<file path="config.mk">
export PLATFORM = sky130hd
export DESIGN_NAME = encoder4to2_es
export DESIGN_NICKNAME = d
export VERILOG_FILES = /design/src/rtl/enc_pkg.sv /design/src/rtl/encoder4to2_es_prio_sel4.sv /design/src/rtl/encoder4to2_es.sv
export SDC_FILE = /design/constraint.sdc
export NUM_CORES = 1
export LEC_CHECK = 0
export ABC_AREA = 1
export ABC_CLOCK_PERIOD_IN_PS = 2500
export CAP_MARGIN = 20
export CORE_AREA = 8 8 45 47
export CTS_BUF_LIST = sky130_fd_sc_hd__clkbuf_2
export DETAILED_ROUTE_END_ITERATION = 8
export DIE_AREA = 0 0 53 55
export PLACE_DENSITY_LB_ADDON = 0.25
export SKIP_CTS_REPAIR_TIMING = 1
export SLEW_MARGIN = 20
export SYNTH_ARGS = -nofsm -noshare
export SYNTH_HDL_FRONTEND = slang
export SYNTH_SLANG_ARGS = --single-unit
</file>
<file path="constraint.sdc">
create_clock -name clk -period 2.5 [get_ports clk]
set_input_delay 0.375 -clock clk [delete_from_list [all_inputs] [get_ports clk]]
set_output_delay 0.375 -clock clk [all_outputs]
set_load 0.01 [all_outputs]
</file>
<file path="src/rtl/enc_pkg.sv">
// Shared types and helpers for the sequential 4-to-2 encoder.
// Holds the FSM state type, request/index widths and a popcount helper.
package enc_pkg;

  typedef enum logic {
    IDLE    = 1'b0,
    PRESENT = 1'b1
  } state_t;

  localparam int N_REQ = 4;
  localparam int IDX_W = 2;

  function automatic logic [2:0] popcount4(input logic [3:0] v);
    return {2'b00, v[0]} + {2'b00, v[1]} + {2'b00, v[2]} + {2'b00, v[3]};
  endfunction

endpackage

</file>
<file path="src/rtl/encoder4to2_es_prio_sel4.sv">
// Picks one set bit of a 4-bit pending vector: highest index in fixed mode,
// or the first set bit at or after ptr (wrapping) in round-robin mode.
module prio_sel4
  import enc_pkg::*;
#(
  parameter bit RR = 1'b0
) (
  input  logic [N_REQ-1:0] i_pending,
  input  logic [IDX_W-1:0] i_ptr,
  output logic [IDX_W-1:0] o_idx,
  output logic             o_found
);

  logic [IDX_W-1:0] w_probe;

  // Later loop iterations overwrite earlier hits, so loop order sets priority.
  always_comb begin
    o_idx   = '0;
    o_found = 1'b0;
    w_probe = '0;
    if (!RR) begin
      for (int i = 0; i < N_REQ; i++) begin
        if (i_pending[i]) begin
          o_idx   = IDX_W'(i);
          o_found = 1'b1;
        end
      end
    end else begin
      for (int k = N_REQ - 1; k >= 0; k--) begin
        w_probe = i_ptr + IDX_W'(k);
        if (i_pending[w_probe]) begin
          o_idx   = w_probe;
          o_found = 1'b1;
        end
      end
    end
  end

endmodule

</file>
<file path="src/rtl/encoder4to2_es.sv">
// Sequential 4-to-2 encoder: pends normalised request lines and presents
// them one at a time as a binary index over a valid/ready handshake.
module encoder4to2_es
  import enc_pkg::*;
#(
  parameter bit RR   = 1'b0,
  parameter bit EDGE = 1'b0
) (
  input  logic             clk,
  input  logic             rst,
  input  logic [N_REQ-1:0] y,
  input  logic             S,
  input  logic             En,
  input  logic             w_ready,
  output logic [IDX_W-1:0] w,
  output logic             w_valid,
  output logic             any_pending,
  output logic             multi_hot
);

  state_t           r_state;
  logic [N_REQ-1:0] r_pending;
  logic [N_REQ-1:0] r_aQ;
  logic [IDX_W-1:0] r_ptr;
  logic [IDX_W-1:0] r_w;
  logic             r_wValid;
  logic             r_anyPending;
  logic             r_multiHot;

  logic [N_REQ-1:0] w_a;
  logic [N_REQ-1:0] w_cap;
  logic [N_REQ-1:0] w_clr;
  logic [N_REQ-1:0] w_pendNext;
  logic [IDX_W-1:0] w_idx;
  logic             w_found;

  prio_sel4 #(.RR(RR)) u_sel (
    .i_pending(r_pending),
    .i_ptr    (r_ptr),
    .o_idx    (w_idx),
    .o_found  (w_found)
  );

  // Set wins over clear, so a held level request re-pends right after its grant.
  always_comb begin
    w_a        = En ? (S ? ~y : y) : '0;
    w_cap      = EDGE ? (w_a & ~r_aQ) : w_a;
    w_clr      = (r_state == IDLE && w_found) ? (N_REQ'(1) << w_idx) : '0;
    w_pendNext = (r_pending & ~w_clr) | w_cap;
  end

  always_ff @(posedge clk or posedge rst) begin
    if (rst) begin
      r_state      <= IDLE;
      r_pending    <= '0;
      r_aQ         <= '0;
      r_ptr        <= '0;
      r_w          <= '0;
      r_wValid     <= 1'b0;
      r_anyPending <= 1'b0;
      r_multiHot   <= 1'b0;
    end else begin
      r_pending    <= w_pendNext;
      r_aQ         <= w_a;
      r_anyPending <= |w_pendNext;
      if (popcount4(w_a) >= 3'd2) begin
        r_multiHot <= 1'b1;
      end
      case (r_state)
        IDLE: begin
          if (w_found) begin
            r_w      <= w_idx;
            r_wValid <= 1'b1;
            r_state  <= PRESENT;
            if (RR) begin
              r_ptr <= w_idx + IDX_W'(1);
            end
          end
        end
        PRESENT: begin
          if (w_ready) begin
            r_wValid <= 1'b0;
            r_state  <= IDLE;
          end
        end
        default: r_state <= IDLE;
      endcase
    end
  end

  assign w           = r_w;
  assign w_valid     = r_wValid;
  assign any_pending = r_anyPending;
  assign multi_hot   = r_multiHot;

endmodule

</file>
Word-level counts from Yosys, hierarchy flattened
Cells that the tools add are included.
{"block": "classes", "shift": 1, "addsub": 3, "n_lt_le_gt_ge": 1, "mux": 16, "n_bitwise": 5, "reduce_logical": 4, "n_eq_ne": 2}
{"cell": "$mux W4", "n": 3}
{"cell": "$mux W1", "n": 9}
{"cell": "$not A4 Y4", "n": 2}
{"cell": "$and A4 B4 Y4", "n": 1}
{"cell": "$mux W2", "n": 2}
{"cell": "$ne A2 B2 Y1 const B", "n": 2}
{"cell": "$or A4 B4 Y4", "n": 1}
{"cell": "$pmux W1 S2", "n": 2}
{"cell": "$reduce_and A2 Y1", "n": 2}
{"cell": "$reduce_or A4 Y1", "n": 1}
{"cell": "$shl A1 B2 Y4 const A", "n": 1}
{"cell": "$add A2 B1 Y3", "n": 1}
{"cell": "$add A3 B1 Y3", "n": 1}
{"cell": "$ge A3 B2 Y1 const B", "n": 1}
{"cell": "$add A1 B1 Y2", "n": 1}
{"cell": "$logic_and A1 B1 Y1", "n": 1}
{"cell": "$not A1 Y1", "n": 1}
{"block": "word_totals", "ff_bits": 10, "word_cells": 38}

Logic depth before layout (Yosys ltp)
Gate-level depths: netlist (run 1).
{"block": "logic_depth", "word_depth": 10, "depth_mapped": 6, "mapped_depth_nobuf": 6}

By module
From an unflattened synthesis (run 1), not the netlist that was laid out.
{"block": "unflattened", "hier_cells": 80, "area_unflattened_um2": 554.3}
{"mod": "encoder4to2_es", "area_per_inst_um2": 521.8, "seq_area_each_um2": 250.2, "cells_per_inst": 72, "instances": 1}
{"mod": "prio_sel4", "area_per_inst_um2": 32.5, "seq_area_each_um2": 0.0, "cells_per_inst": 8, "instances": 1}

Worst setup path after synthesis (run 1)
No wires, ideal clock.
{"block": "synth_path", "path_kind": "input-to-reg", "start": "input S", "end": "register r_multiHot (netlist: multi_hot)", "setup_time_ns": 0.087, "required_ns": 2.413, "path_slack_ns": 1.165, "stages": 4, "arrival_ns": 1.249, "cell_sequence": "or2_1 -> nand3_2 -> fa_1 -> o211ai_1"}
{"block": "synth_between", "elab_chain_cells": 6}
{"item": "start: declaration", "line": "encoder4to2_es.sv:12", "source": "input logic S,"}
{"item": "$mux W4 * (2 in a row)", "line": "encoder4to2_es.sv:46", "source": "w_a = En ? (S ? ~y : y) : '0;"}
{"item": "$add A1 B1 Y2", "line": "enc_pkg.sv:14", "source": "return {2'b00, v[0]} + {2'b00, v[1]} + {2'b00, v[2]} + {2'b00, v[3]};"}
{"item": "$add A2 B1 Y3", "line": "enc_pkg.sv:14"}
{"item": "$add A3 B1 Y3 *", "line": "enc_pkg.sv:14"}
{"item": "$ge A3 B2 Y1 *", "line": "encoder4to2_es.sv:66", "source": "if (popcount4(w_a) >= 3'd2) begin"}
{"item": "end signal: assignment", "line": "encoder4to2_es.sv:61", "source": "r_multiHot <= 1'b0;"}
{"item": "end signal: assignment", "line": "encoder4to2_es.sv:67", "source": "r_multiHot <= 1'b1;"}
{"item": "end: declaration", "line": "encoder4to2_es.sv:28", "source": "logic r_multiHot;"}
Every way passes the cells marked *; elsewhere a longest branch is shown, timed or not.
A chain may end at the register's enable or synchronous reset.

Worst setup path in the final report (run 1)
Same ends and word-level chain as after synthesis.

==> results of run 1 <==
layout make-up:
cell class	count	area, um2
clock buffer	3	15.0
fill	146	718
inverter	7	26.3
multi-input combinational	40	224
sequential	10	250
tap	16	20.0
timing repair buffer	13	130
metrics by stage:
stage	hold slack, ns	util	cells	setup slack (ns)
after floorplan	0.215	-	57	1.16
after global placement	0.470	0.470	86	0.581
after detailed placement	0.477	0.470	86	0.531
after CTS	0.402	0.481	89	0.826
after global routing	0.418	0.481	89	0.751
final	0.395	0.481	89	0.811
logic make-up after synthesis:
| kind of cell | Yosys count | synth area share |
|---|---|---|
| simple gates | 32 | 0.333 |
| flops | 10 | 0.500 |
| compound gates | 7 | 0.0750 |
| buf+inv | 7 | 0.0525 |
| fa+ha+maj | 1 | 0.0400 |
Yosys cell counts (2+ instances only):
cell type,count,area share
sky130_fd_sc_hd__o21ai_1,3,0.030
sky130_fd_sc_hd__or2_1,2,0.025
sky130_fd_sc_hd__nand3_1,2,0.020
sky130_fd_sc_hd__nor2_1,3,0.022
sky130_fd_sc_hd__nand2_1,16,0.12
sky130_fd_sc_hd__nor2_2,3,0.038
sky130_fd_sc_hd__dfrtp_1,10,0.50
sky130_fd_sc_hd__inv_1,6,0.045
sky130_fd_sc_hd__nand2_2,2,0.025
sky130_fd_sc_hd__a21oi_1,2,0.020
sky130_fd_sc_hd__nand3_2,3,0.060
registers in the layout, indices dropped and copies added (netlist names):
register	flops
w_valid	1
r_state	1
multi_hot	1
r_pending	4
w	2
any_pending	1
where the power goes:
part           switching (uW)  internal, uW
Combinational             120           108
Clock                    49.1          32.7
Sequential               44.6           220
per-layer routing:
metal  global-route usage  share of wire  up-vias
met5                    0              0        -
met2                0.115           0.48       15
met4               0.0776          0.025        0
li1                     -              -      213
met1               0.0715           0.42      181
met3               0.0214          0.074        4
worst max path at each step:
stage | to | slack (ns) | cells past startpoint
after floorplan | multi_hot | 1.16 | 4
after global placement | multi_hot | 0.58 | 5
after detailed placement | multi_hot | 0.53 | 5
after CTS | multi_hot | 0.83 | 5
after global routing | multi_hot | 0.75 | 6
final | multi_hot | 0.81 | 5
==> implementation parameters, run 1 <==
Parameter                              Value

Global routing
  Initial antenna violation count ... 0
  Wire length of the first global-routing pass ... 1490 um
  Total congestion overflow after global routing ... 0
  Total global-route track usage ... 0.0722
  Pin count of the biggest net entering global routing ... 11
  Vias in the first global route ... 389

Synthesis
  Most frequently used flop master after synthesis ... sky130_fd_sc_hd__dfrtp_1
  Syn avg cell area ... around 9 um2
  Unique cell type count in the Yosys netlist ... 16
  Summed instance area of the synthesized netlist ... between 500 and 600 um2
  EDFF count, synth ... 0
  Syn Nets ... 67
  Proportion of register bits with asynchronous set or reset after synthesis ... 1.00
  Synth Register Bits ... 10
  Ys Warns ... 0
  Seq/Total Area, Yosys ... 0.500
  Instance count of the mapped netlist ... 57

Critical path
  Reg-to-reg critical path endpoint ... any_pending
  Worst Setup Start Kind ... input port
  Delay of the slowest cell on the worst path ... about 0.56 ns
  Data arrival time at the worst-slack endpoint ... 1.81 ns
  Crit path kind ... input port to flop
  Combined buffer and inverter count along the critical path ... 1
  Type of element capturing the critical path ... flop
  R2R cell count ... 6
  Highest fanout seen on the critical path ... 7
  R2r setup slk ... 1.44 ns
  Cells along the critical path ... clkdlybuf4s50_1 > or2_1 > nand3_2 > fa_1 > o211ai_1
  CP max stage cell ... sky130_fd_sc_hd__clkdlybuf4s50_1
  Crit path required time ... approximately 2.6 ns
  Origin of the worst setup path ... S
  Startpoint of the worst register-to-register path ... r_pending[3]
  Cell class contributing the biggest share of worst-path delay ... buffers and inverters

Final layout
  Share of final-layout standard cells stronger than drive strength 1 ... 0.178
  Commonest non-fill, non-tap cell in the layout ... sky130_fd_sc_hd__nand2_1
  Post-layout instance area ... roughly 670 um2
  Signed area change from the synthesized netlist to the final layout ... 33.0%
  Net count reported at finish ... between 80 and 90
  Commonest cells after routing, fill and taps aside ... sky130_fd_sc_hd__nand2_1 (16), sky130_fd_sc_hd__clkdlybuf4s50_1 (13), sky130_fd_sc_hd__dfrtp_1 (10), sky130_fd_sc_hd__inv_1 (6)
  Number of inserted diodes ... 0

Drt
  Antenna Violating Nets Remaining ... 0
  Number of detailed-routing iterations run before antenna repair ... 4
  Number of vias per cell after detailed routing ... approximately 4.6
  Drt wl/cell ... 10.4 um
  WL final ... approximately 920 um
  Initial detailed-routing violation count ... 4
  Count of unresolved DRC violations after routing ... 0
  Via count ... 413

Clock tree
  Root buffer cell ... sky130_fd_sc_hd__clkbuf_2
  CTS buffer count ... 3
  CTS tree ... done
  Insertion delay of the later-clocked pin in the worst-skew pair ... ~0.24 ns
  Clock-pin transition on the worst setup and hold timing paths ... 0.09 ns
  Clock sink total ... 10
  H-tree lvl count ... 1
  Maximum clock path buffer count ... 2

Placed design
  Final HPWL from detailed placement ... 754 um
  Cell area reported after detailed placement ... between 600 and 700 um2
  Buffers on Ports ... 13
  Global placement routability congestion ... 0.651

Floorplan
  Area of the placeable core ... about 0.0014 mm2
  # IOs ... 14
  Die footprint ... around 0.0029 mm2
  Starting utilization of the core area ... 0.362
  Cell Rows ... 14
  Die boundary height ... 55 um
  Chip Width ... 53 um

Timing
  Final period demand of the worst path ... 1.69 ns
  Post-route fraction of the period consumed by the critical path ... 0.676
  Worst Max-Slew Pin Slew ... roughly 0.37 ns
  Number of hold-slack violations in the final timing report ... 0
  Final clock skew ... 0.00104 ns
  Worst rel slew slack ... 0.752
  Maximum achievable frequency ... 592 MHz
  Unrepaired setup endpoints after global routing ... false
  Final max-slew violation count ... 0
  Setup total negative slack ... 0 ns
  Setup violations, final ... 0

Power
  Worst vdd rail ir drop ... 0.224 mV
  Power, Total ... 575 uW
  Cell leakage power ... 0.000309 uW
  Ratio of total power to cell area ... 864 mW/mm2

Run status
  Result of the run ... finished clean

Run
  Max-cap viol count ... 0

Worst hold path
  Kind of path behind the tightest hold check ... input port to async pin
(Power assumes the default switching activity.)
==> run 2, diff against run 1 <==
- ABC_CLOCK_PERIOD_IN_PS: 2500 -> 1600
- clock period: 2.5 -> 1.6 ns (I/O delays scaled with it)
==> implementation parameters, run 2 (synthesized netlist as in run 1, its figures left out) <==
Parameter                              Value

Final layout
  Share of final-layout standard cells stronger than drive strength 1 ... 0.208
  Flip-flop count of the largest register after layout ... 4
  Commonest non-fill, non-tap cell in the layout ... sky130_fd_sc_hd__nand2_1
  Signed area change from the synthesized netlist to the final layout ... 38.7%
  Number of inserted diodes ... 0
  Number of cells in the finished layout apart from fillers ... 93
  Net count reported at finish ... 88
  Largest reg by FF count ... r_pending
  Commonest cells after routing, fill and taps aside ... sky130_fd_sc_hd__nand2_1 (16), sky130_fd_sc_hd__clkdlybuf4s50_1 (12), sky130_fd_sc_hd__dfrtp_1 (10), sky130_fd_sc_hd__inv_1 (6)

Placed design
  Inst Count DP ... 89
  Global placement routability congestion ... 0.674
  Final HPWL from detailed placement ... 764 um
  Buffers on Ports ... 13

Power
  Gate power share ... 0.398
  Fraction of power spent switching nets ... 0.372
  Ratio of total power to cell area ... 1310 mW/mm2
  Worst vdd rail ir drop ... 0.437 mV
  Clk pwr share ... 0.152
  Switching component of the power ... 339 uW
  Part of the power in registers ... 0.450
  Cell leakage power ... 0.000334 uW
  Int Power ... between 500 and 600 uW
  Power, Total ... between 900 and 1000 uW

Drt
  Drt wl/cell ... a little under 10 um
  Number of vias per cell after detailed routing ... 4.40
  Number of detailed-routing iterations run before antenna repair ... 4
  Count of unresolved DRC violations after routing ... 0
  Via count ... 409
  Antenna Violating Nets Remaining ... 0
  Initial detailed-routing violation count ... 3
  WL final ... 904 um

Timing
  Setup violations, final ... 0
  Post-route fraction of the period consumed by the critical path ... 0.898
  Number of hold-slack violations in the final timing report ... 0
  Worst Max-Slew Pin Slew ... 0.363 ns
  Final period demand of the worst path ... about 1.4 ns
  Worst rel slew slack ... 0.758
  Maximum achievable frequency ... about 700 MHz
  Final max-slew violation count ... 0
  Unrepaired setup endpoints after global routing ... false
  Final clock skew ... 0.0145 ns

Floorplan
  Cell Rows ... 14
  Die boundary height ... 55 um
  Chip Width ... ~53 um
  Starting utilization of the core area ... 0.362
  # IOs ... 14
  Die footprint ... 0.00292 mm2
  Area of the placeable core ... 0.00138 mm2

Critical path
  Combined buffer and inverter count along the critical path ... 1
  Cells along the critical path ... clkdlybuf4s50_1 > nand3_2 > fa_1 > o211ai_1
  Origin of the worst setup path ... En
  Type of element capturing the critical path ... flop
  Highest fanout seen on the critical path ... 4
  Delay of the slowest cell on the worst path ... 0.57 ns
  R2R cell count ... 6
  Data arrival time at the worst-slack endpoint ... 1.56 ns
  Startpoint of the worst register-to-register path ... r_pending[3]
  Crit path required time ... 1.72 ns
  Crit path kind ... input port to flop
  Worst Setup Start Kind ... input port
  CP max stage cell ... sky130_fd_sc_hd__clkdlybuf4s50_1
  Cell class contributing the biggest share of worst-path delay ... buffers and inverters
  Logic depth of the worst setup path including buffers ... 4

Clock tree
  CTS buffer count ... 3
  Clock-pin transition on the worst setup and hold timing paths ... 0.11 ns
  Clock sink total ... 10
  Root buffer cell ... sky130_fd_sc_hd__clkbuf_2
  H-tree lvl count ... 1
  Insertion delay of the later-clocked pin in the worst-skew pair ... between 0.2 and 0.3 ns
  CTS tree ... done
  Maximum clock path buffer count ... 2

Run
  Max-cap viol count ... 0

Global routing
  Pin count of the biggest net entering global routing ... 11
  Wire length of the first global-routing pass ... roughly 1600 um
  Total congestion overflow after global routing ... 0
  Initial antenna violation count ... 0
  Vias in the first global route ... ~430
  Total global-route track usage ... 0.0771

Run status
  Result of the run ... finished clean

Worst hold path
  Kind of path behind the tightest hold check ... input port to async pin
==> run 2: cell type report <==
class                   instances  area, um2
well taps                      16       20.0
multi-input cells              40        224
repair buffers                 16        155
fillers                       138        689
inverters                       7       26.3
flip-flops and latches         10        250
clock inverters                 1       3.75
clock buffers                   3       15.0
==> run 2: stage by stage <==
| stage | hold WS [ns] | utilization | worst slack (ns) | area, um2 | setup TNS (ns) |
|---|---|---|---|---|---|
| after global routing | 0.281 | 0.502 | 0.135 | 694 | 0 |
| final | 0.242 | 0.502 | 0.164 | 694 | 0 |
| after global placement | 0.469 | 0.486 | -0.170 | 673 | -0.170 |
| after floorplan | 0.0802 | - | 0.400 | 500 | 0 |
| after CTS | 0.255 | 0.500 | 0.0737 | 692 | 0 |
| after detailed placement | 0.477 | 0.486 | -0.194 | 673 | -0.194 |
==> run 2: final timing paths <==
| kind | endpoint | slack (ns) |
|---|---|---|
| max in group asynchronous | r_pending[3] | 1.08 |
| worst min register to register | w[1] | 0.49 |
| worst max-delay path | multi_hot | 0.16 |
| min in group clk | r_pending[2] | 0.46 |
| worst max register to register | any_pending | 0.56 |
| worst min-delay path | r_state | 0.24 |
==> run 2: routing by layer <==
metal	share of wire	track usage	routed length [um]
met5	0	0	0
met1	0.42	0.0700	379
met4	0.021	0.0776	19
met3	0.081	0.0214	73
met2	0.48	0.135	431
==> run 2: power groups by stage <==
stage	clock [uW]	combinational (uW)	sequential (uW)
3_5_place_dp	0	371	418
5_1_grt	156	407	424
4_1_cts	142	372	413
3_3_place_gp	0	366	417
2_1_floorplan	0	204	428
6_report	138	363	410
==> run 3, diff against run 2 <==
- ABC_CLOCK_PERIOD_IN_PS: 1600 -> default
==> results of run 3 <==
The final DEF is identical to that of run 2; final timing and power are the same.
